==> config.mk <==
export PLATFORM = sky130hd
export DESIGN_NAME = fifo_sync
export DESIGN_NICKNAME = d
export VERILOG_FILES = /design/src/rtl/fifo_sync.sv
export SDC_FILE = /design/constraint.sdc
export NUM_CORES = 1
export LEC_CHECK = 0
export ABC_AREA = 0
export ABC_CLOCK_PERIOD_IN_PS = 2600
export BUFFER_PORTS_ARGS = -buffer_cell sky130_fd_sc_hd__buf_2
export CORE_MARGIN = 10
export CORE_UTILIZATION = 55
export CTS_CLUSTER_SIZE = 8
export DETAILED_ROUTE_END_ITERATION = 10
export PLACE_DENSITY_LB_ADDON = 0.15
export SETUP_SLACK_MARGIN = 0.2
export SLEW_MARGIN = 40
export SYNTH_ARGS = -nofsm -noshare
export SYNTH_HDL_FRONTEND = slang
export SYNTH_SLANG_ARGS = --single-unit
==> constraint.sdc <==
create_clock -name clk -period 2.6 [get_ports clk]
set_input_delay 0.26 -clock clk [delete_from_list [all_inputs] [get_ports clk]]
set_output_delay 0.26 -clock clk [all_outputs]
set_load 0.01 [all_outputs]
==> src/rtl/fifo_sync.sv <==
// Synchronous first-word-fall-through byte FIFO with registered empty/full flags
// and sticky overflow/underflow indicators.
module fifo_sync #(
  parameter int unsigned B = 8,
  parameter int unsigned W = 2
) (
  input  logic         clk,
  input  logic         reset,
  input  logic         wr,
  input  logic [B-1:0] w_data,
  input  logic         rd,
  output logic [B-1:0] r_data,
  output logic         empty,
  output logic         full,
  output logic [W:0]   count,
  output logic         overflow,
  output logic         underflow
);

  localparam int unsigned Depth = 2 ** W;

  logic [B-1:0] mem_q [Depth];
  logic [W-1:0] wp_q, wp_d;
  logic [W-1:0] rp_q, rp_d;
  logic [W:0]   count_q, count_d;
  logic         empty_q, empty_d;
  logic         full_q, full_d;
  logic         overflow_q, overflow_d;
  logic         underflow_q, underflow_d;
  logic         do_wr, do_rd;

  // A pop frees a slot on the same edge, so a write alongside a pop is accepted even when full.
  assign do_wr = wr & (~full_q | rd);
  assign do_rd = rd & ~empty_q;

  always_comb begin
    wp_d        = wp_q;
    rp_d        = rp_q;
    count_d     = count_q;
    overflow_d  = overflow_q | (wr & full_q & ~rd);
    underflow_d = underflow_q | (rd & empty_q);
    if (do_wr) begin
      wp_d = wp_q + W'(1);
    end
    if (do_rd) begin
      rp_d = rp_q + W'(1);
    end
    unique case ({do_wr, do_rd})
      2'b10:   count_d = count_q + (W + 1)'(1);
      2'b01:   count_d = count_q - (W + 1)'(1);
      default: count_d = count_q;
    endcase
    empty_d = (count_d == '0);
    full_d  = (count_d == (W + 1)'(Depth));
  end

  always_ff @(posedge clk) begin
    if (reset) begin
      wp_q        <= '0;
      rp_q        <= '0;
      count_q     <= '0;
      empty_q     <= 1'b1;
      full_q      <= 1'b0;
      overflow_q  <= 1'b0;
      underflow_q <= 1'b0;
    end else begin
      wp_q        <= wp_d;
      rp_q        <= rp_d;
      count_q     <= count_d;
      empty_q     <= empty_d;
      full_q      <= full_d;
      overflow_q  <= overflow_d;
      underflow_q <= underflow_d;
    end
  end

  // Storage is deliberately left unreset; contents are only meaningful while non-empty.
  always_ff @(posedge clk) begin
    if (!reset && do_wr) begin
      mem_q[wp_q] <= w_data;
    end
  end

  assign r_data    = mem_q[rp_q];
  assign empty     = empty_q;
  assign full      = full_q;
  assign count     = count_q;
  assign overflow  = overflow_q;
  assign underflow = underflow_q;

endmodule
==> results.md, run 1 <==
- Clock Tree Buf Depth: 2
- Post-DP HPWL: 2.12 mm
- Syn_nets: 124
- Worst R2R End: full
- Post-synthesis area per instance: 16.6 µm²
- Worst path cell trace: mux4_2 > buf_2
- Synth Instances: approximately 110
- Final Cell Area: 1970 µm²
- Main combinational cell family by area after synthesis: multiplexers
- CP endpoint kind: output port
- Post-CTS setup buffers: 0
- Utilization after layout: approximately 65%
- Setup ws final: 0.574 ns
- Placed insts: 172
- Hold path depth: 1
- Fmax: 494 MHz
- CTS sink cnt: 45
- Data arrival, critical path: 1.77 ns
- Final non-filler cell total: 180
- Routed WL: around 2.9 mm
- Synth Area in Compound Gates: 3.84%
- Die area: 5860 µm²
- Clk slew on worst S/H paths: around 0.12 ns
- CTS Buf Count: 5
- CP required: 2.34 ns
- Die Y-Extent: 76.6 µm
- Simple-Gate Fraction of Synth Area: 6.82%
- I/O pin count: 27
- Flop and latch count out of synthesis: 45
- WHS Endpoint: mem_q[3][7]
- Die W: 76.6 µm
- Port Buffers: 26
- Final GP Congestion: 0.772
- FP Rows: 20
- R2r setup slk: 0.65 ns
- Post-route minimum period: 2.03 ns
- Share of cells above drive strength 1: a little under a third
- Startpoint Class: flop
- Initial Util: 57.7%
- Worst Skew: 0.00801 ns
- Hold Violations, Final: 0
- Worst-Skew Late Latency: 0.35 ns
- Post-CTS Hold Buffers: 0
- First-pass GRT wire length: 5.03 mm
- Min Hold Slack: between 0.1 and 0.15 ns
- Maximum Capacitance Violations: 0
- Setup Crit Path Kind: reg -> out
- Tot GR Track Use: 10.8%
- Met1 usage: 11.9%
- Synth Cell Area: ~1800 µm²
- Largest net degree at the start of global routing: 14
- First-pass DRT Iterations: 4
- Hold path start: w_data[7]
- Met3 usage: 4.95%
- CP Max Fanout: 8
- Most Crowded Layer GR: met2
- Remaining DRCs: 0
- Pwr/cell area: a little over 700 nW/µm²
- DP Worst Slack: 0.567 ns
- Setup TNS: 0 ns
- Synth Area in XOR/XNOR: 2.49%
- Yosys warning total: 0
- Antenna diodes: 0
- CTS tree: done
- Synth-to-layout area growth: 12.1%
- Number of global-route vias before repair: 1081
- Reg2reg start: full
- Root Buffer: clkbuf_4
- # nets final: 153
- Global route overflow: 0
- Final-report setup violation count: 0
- Mux cell area share after synthesis: 10.8%
- Dpl cell area: about 1900 µm²
- RSZ-0062 raised after global routing: no
- H-tree lvl count: 2
- Initial antenna violation count: 0
- Unique cell type count in the Yosys netlist: 28
- Pleak: about 0.72 nW
- Post-synthesis adder-cell area fraction: 4.69%
- R2R depth: 7
- PostCTS Resize Cnt: 0
- GR Util met2: 17.3%
- Final ANT Viol Nets: 0
- Vias: 930
- Vias per cell: 5.17
- Max stage delay cell, worst path: dfxtp_1
- VDD IR max: 0.481 mV
- Delay of the slowest critical-path stage: 0.68 ns
- Worst Tran Pin Value: 0.543 ns
- Tcrit/Tclk final: between 70% and 80%
- Initial DRC count: 27
- Post-synthesis sequential area ratio: 69.4%
- Pwr Total: 1.41 mW
- Worst slew margin: between 60% and 70%
- Fill count: 236
- Worst min path class: in -> reg
- Slew Limit Fails: 0
- DR WL/cell: 15.9 µm
- Core area: 3050 µm²
- Outcome: complete, no violations
-- where the power goes --
part           internal, mW  switching, mW
sequential            0.811         0.0466
combinational         0.121          0.118
clock                 0.102          0.210
total                  1.03          0.375
-- synth_stat cells --
cell / instances / area, µm²
buf_2: 1 / 5.00
ha_1: 5 / 62.6
fa_1: 1 / 20.0
buf_6: 1 / 11.3
xnor2_1: 2 / 17.5
nor2b_1: 3 / 18.8
and2_1: 4 / 25.0
mux2i_1: 1 / 10.0
dfxtp_1: 13 / 260
nand2b_1: 1 / 6.26
nor2_1: 8 / 30.0
o21ai_1: 1 / 5.00
clkbuf_1: 1 / 3.75
or3_1: 1 / 6.26
nand2_1: 1 / 3.75
nor3_1: 1 / 5.00
nand3b_1: 1 / 7.51
a211oi_2: 1 / 12.5
nand3_1: 2 / 10.0
nor3b_1: 1 / 7.51
inv_1: 3 / 11.3
buf_1: 1 / 3.75
o21ai_0: 2 / 10.0
a21oi_1: 6 / 30.0
a221o_1: 1 / 10.0
edfxtp_1: 32 / 961
xor2_1: 3 / 26.3
mux4_2: 8 / 180
-- layer usage --
| layer | vias to the layer above | wire [µm] |
|---|---|---|
| li1 | 457 | - |
| met1 | 447 | 1210 |
| met2 | 20 | 1430 |
| met3 | 6 | 179 |
| met4 | 0 | 50 |
| met5 | - | 0 |
-- placed cells by master (no fill, tap or decap), types with 2 or more instances in the layout --
| cell type | instances |
|---|---|
| nor2b_1 | 3 |
| a21oi_1 | 6 |
| xor2_1 | 3 |
| and2_1 | 4 |
| clkbuf_4 | 5 |
| buf_2 | 26 |
| nor2_1 | 8 |
| xnor2_1 | 2 |
| o21ai_0 | 2 |
| edfxtp_1 | 32 |
| dfxtp_1 | 13 |
| mux4_2 | 8 |
| ha_1 | 5 |
| nand3_1 | 2 |
| inv_1 | 3 |
-- cell families (layout without fill, tap and decap cells) --
logic type,after synthesis,in the layout
AO/OA/AOI/OAI,11,11
XOR/XNOR,5,5
adder cells (fa/ha/maj),6,6
buffers and inverters,7,37
flip-flops,45,45
multiplexers,9,9
AND/OR/NAND/NOR,23,23
-- layout make-up --
| class | instances | area [µm²] | area share, % |
|---|---|---|---|
| sequential | 45 | 1220 | 61.9 |
| inverter | 3 | 11.3 | 0.571 |
| timing repair buffer | 26 | 130 | 6.59 |
| clock buffer | 6 | 41.3 | 2.09 |
| tap | 44 | 55.1 | 2.79 |
| clock inverter | 2 | 10.0 | 0.507 |
| multi-input combinational | 54 | 504 | 25.6 |
-- how the worst max path moves through the flow --
stage | from | endpoint | slack, ns
2_1_floorplan | full | full | 0.73
3_3_place_gp | rd | full | 0.61
3_5_place_dp | rd | full | 0.57
4_1_cts | flop | r_data[5] | 0.49
5_1_grt | flop | r_data[5] | 0.42
6_report | flop | r_data[5] | 0.57
-- registers in the layout (all words and copies together), names as in the netlist, named ones only --
| name | count |
|---|---|
| empty | 1 |
| full | 1 |
| mem_q | 32 |
| underflow | 1 |
| count | 3 |
| rp_q | 2 |
| overflow | 1 |
| wp_q | 2 |
-- worst max-delay path, delay by kind of cell (launching register included) --
family,cells,cell delay (ns)
buffers and inverters,1,0.16
DFF,1,0.68
muxes,1,0.58
Power figures use the tool's default switching activity.
==> run 2, diff against run 1 <==
--- a/config.mk
+++ b/config.mk
@@ -5,8 +5,8 @@
 export SDC_FILE = /design/constraint.sdc
 export NUM_CORES = 1
 export LEC_CHECK = 0
-export ABC_AREA = 0
-export ABC_CLOCK_PERIOD_IN_PS = 2600
+export ABC_AREA = 1
+export ABC_CLOCK_PERIOD_IN_PS = 2100
 export BUFFER_PORTS_ARGS = -buffer_cell sky130_fd_sc_hd__buf_2
 export CORE_MARGIN = 10
 export CORE_UTILIZATION = 55
==> constraint.sdc (replaced) <==
create_clock -name clk -period 2.1 [get_ports clk]
set_input_delay 0.21 -clock clk [delete_from_list [all_inputs] [get_ports clk]]
set_output_delay 0.21 -clock clk [all_outputs]
set_load 0.01 [all_outputs]
==> run 2 against run 1 <==
Sequential power is 21% higher. First-iteration DRC count rose by 100%. Sequential share of layout area fell by 2.3 points. Highest routed layer unchanged. Synthesized cell count increased by 44%. Critical path depth up 7. Die area increased by 1.1%. Synthesized area rose by 1.5%. Register-to-register slack worse by 0.29 ns.
==> results.md, run 2 <==
- Outcome: complete, no violations (unchanged)
- Maximum Capacitance Violations: 0 (unchanged)
- Count leader, synth: edfxtp_1 (unchanged)
- Top post-synthesis cells by area: edfxtp_1, dfxtp_1, nor2_1, o21ai_0, ha_1 (was edfxtp_1, dfxtp_1, mux4_2, ha_1, a21oi_1)
- Fill count: 258 (was 236)
- Largest net degree at the start of global routing: 17 (was 14)
- Delay-heaviest family, CP: simple AND/OR/NAND/NOR gates (was flip-flops)
- CP Max Fanout: 5 (was 8)
- Most flop-heavy register: mem_q (unchanged)
- Worst Skew: 0.00573 ns (was 0.00801 ns)
- Post-route minimum period: 1.74 ns
- Initial DRC count: 55 (was 27)
- Final GP Congestion: 0.721 (was 0.772)
- Main synth FF type: edfxtp_1 (unchanged)
- DP Worst Slack: 0.328 ns (was 0.567 ns)
- # nets final: 207 (was 153)
- Core area: 3080 µm² (was 3050 µm²)
- Delay of the slowest critical-path stage: 0.42 ns (was 0.68 ns)
- Tot GR Track Use: 12.1% (was 10.8%)
- Clk slew on worst S/H paths: 0.12 ns (about the same)
- Share of the synthesized area in the top cell type: 53.8% (was 54.6%)
- First-pass GRT wire length: 5.69 mm (was 5.03 mm)
- Commonest cells after routing, fill and taps aside: edfxtp_1, nor2_1, buf_2 (was edfxtp_1, buf_2, dfxtp_1)
- Setup ws final: 0.357 ns (was 0.574 ns)
- Setup Crit Path Kind: reg -> reg (was reg -> out)
- Number of global-route vias before repair: 1255 (was 1081)
- First-pass DRT Iterations: 6 (was 4)
- Share of cells above drive strength 1: 25.3% (was 30.9%)
- Worst-Skew Late Latency: 0.35 ns (about the same)
- Mux cell area share after synthesis: 0% (was 10.8%)
- Post-synth EDFFs: 32 (unchanged)
- Antenna diodes: 0 (unchanged)
- Clock Tree Buf Depth: 2 (unchanged)
- Vias per cell: 5.31 (was 5.17)
- Root Buffer: clkbuf_4 (unchanged)
- Initial Util: 58.0% (was 57.7%)
- I/O pin count: 27 (unchanged)
- Vias: 1243 (was 930)
- Simple-Gate Fraction of Synth Area: 11.5% (was 6.82%)
- Area of the multi-input gates: 487 µm² (was 504 µm²)
- Die area: 5930 µm² (was 5860 µm²)
- Post-DP HPWL: 2.53 mm (was 2.12 mm)
- Setup TNS: 0 ns (unchanged)
- Syn_nets: 171 (was 124)
- Max reg flops: 32 (unchanged)
- Main combinational cell family by area after synthesis: simple AND/OR/NAND/NOR gates (was multiplexers)
- CTS tree: done (unchanged)
- Flop and latch count out of synthesis: 45 (unchanged)
- Worst slew margin: 79.5% (was 63.8%)
- Data arrival, critical path: 2.04 ns (was 1.77 ns)
- Synth-to-layout area growth: 14.7% (was 12.1%)
- Max stage delay cell, worst path: fa_1 (was dfxtp_1)
- DR WL/cell: 15.0 µm (was 15.9 µm)
- Post-CTS Hold Buffers: 0 (unchanged)
- Synth area leader: edfxtp_1 (unchanged)
- Yosys warning total: 0 (unchanged)
- Worst min path class: in -> reg (unchanged)
- Hold Violations, Final: 0 (unchanged)
- Startpoint Class: flop (unchanged)
- Top post-synthesis cells by count: edfxtp_1, nor2_1, inv_1, nand2_1, o21ai_0 (was edfxtp_1, dfxtp_1, mux4_2, nor2_1, a21oi_1)
- Leading cell type in the layout, fill and taps excluded: edfxtp_1 (unchanged)
- Final-report setup violation count: 0 (unchanged)
- CTS sink cnt: 45 (unchanged)
- Pwr/cell area: 850 nW/µm² (was 714 nW/µm²)
- CP bufs+invs: 0 (was 1)
- Worst Tran Pin Value: 0.307 ns (was 0.543 ns)
- Post-synthesis adder-cell area fraction: 4.62% (was 4.69%)
- Post-synthesis sequential area ratio: 68.3% (was 69.4%)
- Most used cell, CP: nand2_1
- Synth Area in XOR/XNOR: 0.490% (was 2.49%)
- Remaining DRCs: 0 (unchanged)
- Die W: 77.0 µm (was 76.6 µm)
- Synth Area in Compound Gates: 10.2% (was 3.84%)
- Final ANT Viol Nets: 0 (unchanged)
- Unique cell type count in the Yosys netlist: 19 (was 28)
- H-tree lvl count: 2 (unchanged)
- Tcrit/Tclk final: 83.0%
- Synth Instances: 153 (was 106)
- CP required: 2.40 ns (was 2.34 ns)
- Port Buffers: 26 (unchanged)
- Die Y-Extent: 77.0 µm (was 76.6 µm)
- Routed WL: 3.50 mm (was 2.87 mm)
- Fmax: 574 MHz
- VDD IR max: 0.514 mV (was 0.481 mV)
- FF+latch area: 1220 µm² (unchanged)
- CTS Buf Count: 5 (unchanged)
- RSZ-0062 raised after global routing: no (unchanged)
- Initial antenna violation count: 0 (unchanged)
- FP Rows: 20 (unchanged)
- Global route overflow: 0 (unchanged)
- Post-synthesis area per instance: 11.7 µm² (was 16.6 µm²)
- Slew Limit Fails: 0 (unchanged)
- Pleak: 0.823 nW (was 0.716 nW)
- Worst path cell trace: nand2_1 > nand2_2 > ha_2 > fa_1 > nand2_1 > nand2_1 > nor2_1 > nand3_1 > nand2_1 (was mux4_2 > buf_2)
- Synth Cell Area: 1790 µm² (was 1760 µm²)
- CP endpoint kind: flop (was output port)
- Asr flop ratio synth: 0% (unchanged)
[run 2: cell families (layout without fill, tap and decap cells)]
group	Yosys count	after routing
adder cells (fa/ha/maj)	6	6
buffers and inverters	19	56
flip-flops	45	45
XOR/XNOR	1	1
AO/OA/AOI/OAI	32	32
AND/OR/NAND/NOR	50	50
[run 2: power by group]
| group | internal (mW) | switching, mW | leakage [nW] |
|---|---|---|---|
| Sequential | 1.00 | 0.0417 | 0.397 |
| Combinational | 0.120 | 0.195 | 0.394 |
| Clock | 0.126 | 0.259 | 0.0310 |
[run 2: what timing repair did]
item / CTS / global route
setup endpoints to repair: 0 / 3
resized for setup: 0 / 3
setup buffers: 0 / 0
[run 2: through the flow]
step	std cells	util (%)	hold WS, ns	power, mW	instance area (µm²)
finish	234	66.6	0.0740	1.74	2050
global route	234	66.6	0.0456	1.84	2050
CTS	234	66.3	0.0469	1.76	2040
detailed placement	226	64.6	0.428	1.38	1990
global placement	226	64.6	0.422	1.36	1990
floorplan	153	-	0.279	1.26	1790
[run 2: final timing paths]
path	start	endpoint	slack, ns	depth (start not counted)
min	w_data[6]	mem_q[1][6]	0.07	1
max	full	empty	0.36	9
max reg2reg	full	empty	0.36	9
min reg2reg	underflow	underflow	0.51	2
[run 2: final cells by class]
cell class,instances,area share [%]
Timing Repair Buffer,31,8.18
Multi-Input combinational cell,89,23.7
Inverter,17,3.11
Clock buffer,5,1.83
Clock inverter,3,0.855
Sequential cell,45,59.6
Tap cell,44,2.69
[run 2: layer usage]
metal / global-route usage, % / vias to the layer above / wire (µm)
li1: - / 602 / -
met3: 4.78 / 6 / 181
met4: 4.38 / 0 / 27
met1: 12.7 / 596 / 1400
met2: 21.3 / 39 / 1890
met5: 0 / - / 0
